===== config.mk =====
export PLATFORM = sky130hd
export DESIGN_NAME = imem_fetch_ctrl
export DESIGN_NICKNAME = d
export VERILOG_FILES = /design/src/rtl/imem_fetch_ctrl.sv
export SDC_FILE = /design/constraint.sdc
export NUM_CORES = 1
export LEC_CHECK = 0
export CORE_AREA = 2 2 133 135
export CTS_CLUSTER_DIAMETER = 100
export DETAILED_ROUTE_END_ITERATION = 7
export DIE_AREA = 0 0 135 137
export GPL_TIMING_DRIVEN = 0
export PLACE_DENSITY = 0.73
export SYNTH_ARGS = -nofsm -noshare
export SYNTH_HDL_FRONTEND = slang
export SYNTH_SLANG_ARGS = --single-unit

===== constraint.sdc =====
create_clock -name CLK -period 4.6 [get_ports CLK]
set_input_delay 0.92 -clock CLK [delete_from_list [all_inputs] [get_ports CLK]]
set_output_delay 0.92 -clock CLK [all_outputs]
set_load 0.03 [all_outputs]

===== src/rtl/imem_fetch_ctrl.sv =====
// Instruction fetch sequencer: owns the fetch PC, waits a fixed memory access time,
// then hands one instruction at a time to decode with a valid/stall handshake.
module imem_fetch_ctrl #(
    parameter int unsigned RD_WAIT   = 2,
    parameter logic [63:0] RESET_PC  = 64'h0,
    parameter logic [63:0] MEM_BYTES = 64'd160
) (
    input  logic        CLK,
    input  logic        Reset,
    input  logic        Stall,
    input  logic        Redirect,
    input  logic [63:0] RedirectPC,
    output logic [63:0] IMemAddr,
    input  logic [31:0] IMemData,
    output logic [31:0] Instr,
    output logic [63:0] PC,
    output logic        InstrValid,
    output logic        Halted,
    output logic        Fault
);

    typedef enum logic [2:0] {
        S_REQ,
        S_WAIT,
        S_VALID,
        S_HALT,
        S_FAULT
    } state_t;

    localparam logic [3:0] WAIT_LOAD = 4'(RD_WAIT);

    state_t      state_reg;
    logic [3:0]  cnt_reg;
    logic [63:0] pc_reg;
    logic [31:0] instr_reg;
    logic        valid_reg;
    logic        halted_reg;
    logic        fault_reg;
    logic        pc_bad;

    assign pc_bad = (pc_reg[1:0] != 2'b00) || (pc_reg >= MEM_BYTES);

    always_ff @(posedge CLK or posedge Reset) begin
        if (Reset) begin
            state_reg  <= S_REQ;
            cnt_reg    <= 4'd0;
            pc_reg     <= RESET_PC;
            instr_reg  <= 32'h0;
            valid_reg  <= 1'b0;
            halted_reg <= 1'b0;
            fault_reg  <= 1'b0;
        end else begin
            case (state_reg)
                S_REQ: begin
                    // A redirect replaces the address before it is range-checked.
                    if (Redirect) begin
                        pc_reg <= RedirectPC;
                    end else if (pc_bad) begin
                        fault_reg <= 1'b1;
                        state_reg <= S_FAULT;
                    end else begin
                        cnt_reg   <= WAIT_LOAD;
                        state_reg <= S_WAIT;
                    end
                end
                S_WAIT: begin
                    if (Redirect) begin
                        pc_reg    <= RedirectPC;
                        cnt_reg   <= 4'd0;
                        state_reg <= S_REQ;
                    end else if (cnt_reg == 4'd0) begin
                        instr_reg <= IMemData;
                        if (IMemData == 32'h0) begin
                            halted_reg <= 1'b1;
                            state_reg  <= S_HALT;
                        end else begin
                            valid_reg <= 1'b1;
                            state_reg <= S_VALID;
                        end
                    end else begin
                        cnt_reg <= cnt_reg - 4'd1;
                    end
                end
                S_VALID: begin
                    // Redirect takes precedence over both Stall and the sequential step.
                    if (Redirect) begin
                        pc_reg    <= RedirectPC;
                        valid_reg <= 1'b0;
                        state_reg <= S_REQ;
                    end else if (!Stall) begin
                        pc_reg    <= pc_reg + 64'd4;
                        valid_reg <= 1'b0;
                        state_reg <= S_REQ;
                    end
                end
                S_HALT, S_FAULT: begin
                    state_reg <= state_reg;
                end
                default: begin
                    state_reg <= S_REQ;
                end
            endcase
        end
    end

    assign IMemAddr   = pc_reg;
    assign PC         = pc_reg;
    assign Instr      = instr_reg;
    assign InstrValid = valid_reg;
    assign Halted     = halted_reg;
    assign Fault      = fault_reg;

endmodule

==> impl_metrics.csv <==
group,metric,value,unit
synth,syn_area,0.00668,sq mm
die,start_util,0.392,
synth,ys_types,74,
place,place.gp.congestion,0.923,
setup_path,critPathSlowestCell,"nor4b_2",
setup_path,worstSetupStartpointType,"primary input",
timing,fin_worst_skew,0.00907,ns
pwr,p_leak,4.07,nW
setup_path,path_buf_inv,4,
pwr,power_density,622,mW/mm^2
flow_run,drv_cap,0,
die,die_h,137,um
final_layout,fillCellCount,1578,
timing,slew_headroom,0.378,
final_layout,drive_gt1_frac,0.146,
grt,grt_start_max_net_pins,57,
synth,netlist_instances,752,
final_layout,final_util,0.582,
routing,drc,0,
min_path,min_path_type,"flip-flop to flip-flop",
die,dieArea,0.0185,sq mm
pwr,ir_drop,0.406,mV
timing,fin_crit_sh,0.773,
routing,drt_first_pass_iters,6,
routing,ant_nets,0,
timing,worstMarginPinSlew,0.924,ns
timing,setup_tns,0,ns
grt,grt_pass1_wl,39.4,mm
setup_path,critPathRequiredTime,4.82,ns
grt,gr-usage-all-layers,0.277,
setup_path,rrSetupSlack,1.65,ns
die,die_x,135,um
timing,rsz0062_at_grt,"no",
routing,route.vias.total,7359,
die,core-area,0.0171,sq mm
place,io_buffers,262,
synth,synth-edff-count,0,
timing,finalHoldViolCount,0,
pwr,total_power,6.17,mW
grt,gr-total-overflow,0,
timing,fmax,281,MHz
final_layout,largest_register_ffs,64,
setup_path,worstPathCellList,"clkdlybuf4s50_1 -> clkbuf_1 -> nor4b_2 -> clkbuf_1 -> clkbuf_1 -> nand2_1 -> o22ai_1 -> a21oi_1",
synth,synth_top_area_frac,0.397,
routing,wl,25.7,mm
final_layout,syn_to_final_growth,48.5,%
synth,syn_avg_cell_area,8.88,sq um
setup_path,worst_ep_arrival_time,3.78,ns
synth,synth_nets,856,
timing,fin_ws,1.04,ns
setup_path,r2r-start,"state_reg[2]",
synth,synth_seq_cells,106,
synth,ys_async_sr_fraction,1.00,
grt,grt_pass1_vias,7061,
clock_network,path_clk_slew,0.08,ns
final_layout,final_nets,1130,
clock_network,cts_hold_buffers,0,
setup_path,crit_top_cell,"clkbuf_1",
setup_path,critPathTopFamily,"buffers and inverters",
timing,setup_viol,0,
place,place_ws,0.801,ns
setup_path,worstSetupStartpoint,"Redirect",
synth,synth_area_leader_cell,"dfrtp_1",
routing,first_iter_violations,869,
routing,avgRoutedWirePerCell,20.4,um
setup_path,path_max_fanout,10,
synth,ys.flop_type,"dfrtp_1",
die,rows,48,
timing,slew_violations,0,
clock_network,htreeDepth,3,
die,ios,263,
setup_path,r2r_cells,7,
setup_path,cpPeakStageDelay,0.61,ns
setup_path,critPathKind,"primary input to flip-flop",
clock_network,post-cts-setup-buffers,0,
setup_path,worstSetupEndpointType,"flip-flop",
synth,ys_seq_area_frac,0.397,
run_status,status,"completed",
clock_network,clk_path_buf_depth,2,
timing,finalCriticalPeriod,3.56,ns
grt,antenna_found_initial,2,
synth,yosys_warnings,0,
synth,synthTopCellsByArea,"dfrtp_1 (40%), buf_4 (7.3%), mux2_2 (5.4%), a21oi_1 (5.2%), nand2_1 (3.7%)",
clock_network,cts_root_buf,"clkbuf_16",
clock_network,cts_tree,"built",
routing,vias_per_cell,5.85,
clock_network,cts_num_sinks,106,
setup_path,cp.depth,8,
setup_path,setup.worst_path.end,"IMemAddr[17]",
clock_network,clk_latency,0.36,ns
setup_path,r2r-end,"IMemAddr[17]",
clock_network,post_cts_resize_count,0,
place,dp_hpwl,19.1,mm
clock_network,cts_buffers,9,
==> cells in the mapped netlist, types with 12 or more instances <==
master / n
dfrtp_1: 106
a21oi_1: 69
buf_4: 65
nand2_1: 65
nor2_1: 48
o21ai_0: 34
mux2_2: 32
nand3_1: 32
nor4_1: 32
clkbuf_1: 29
nor3_1: 26
o22ai_1: 22
nand4_1: 17
and3_1: 13
inv_1: 12
==> stage by stage <==
step	hold slack (ns)	cells	area, sq um
after floorplan	0.517	752	6680
after global placement	0.465	1239	9580
after detailed placement	0.465	1240	9610
after CTS	0.498	1256	9920
final	0.489	1257	9920
after global routing	0.517	1256	9920
==> kinds of logic after synthesis <==
group           share of synthesized area
mux                                0.0607
flops                               0.397
buf+inv                             0.107
fa+ha+maj                         0.00749
compound gates                      0.179
simple gates                        0.247
xor+xnor                          0.00131
==> worst min path at each step <==
stage          startpoint          to  slack (ns)  depth (start not counted)
3_3_place_gp        Fault       Fault        0.46                          1
3_5_place_dp        Fault       Fault        0.47                          1
4_1_cts             Fault       Fault        0.50                          1
6_report            Fault       Fault        0.49                          1
2_1_floorplan  cnt_reg[0]  cnt_reg[0]        0.52                          1
5_1_grt             Fault       Fault        0.52                          1
==> layout make-up <==
cell class	count	area, sq um	area share
antenna	1	2.50	0.000252
sequential	106	2650	0.267
clock buffer	12	256	0.0258
clock inverter	4	50.0	0.00504
tap	225	282	0.0284
inverter	12	47.5	0.00479
multi-input combinational	525	3310	0.334
buffer	109	669	0.0675
timing repair buffer	263	2650	0.267
==> cells in the final DEF (no fill, tap or decap), types with 4 or more instances in the layout <==
cell,instances
a211oi_1,8
nor2b_1,6
buf_1,7
nand4_1,17
a2bb2oi_1,8
buf_2,7
o21ai_0,34
clkbuf_1,30
nor2_1,48
and3_1,13
a21oi_1,69
nor4_1,32
a31oi_1,6
nand2_1,65
clkbuf_16,9
buf_4,65
o22ai_1,22
a21o_1,4
clkdlybuf4s50_1,262
mux2_2,32
or3_1,6
dfrtp_1,106
inv_1,11
nand4_2,6
nand3_1,32
nor3_1,26
ha_1,4
and4_1,5
==> power by group <==
part | switching (mW) | internal, mW | total, mW | leakage [nW]
combinational | 1.91 | 1.62 | 3.54 | 2.64
sequential | 0.608 | 1.21 | 1.81 | 1.29
clock | 0.368 | 0.452 | 0.820 | 0.145
==> per-layer routing <==
metal	share of wire	GRT usage	vias to the layer above
li1	-	-	3300
met1	0.38	0.343	3473
met5	0.00051	0	-
met3	0.12	0.0844	73
met4	0.029	0.0978	2
met2	0.47	0.459	511
Power figures use the tool's default switching activity.
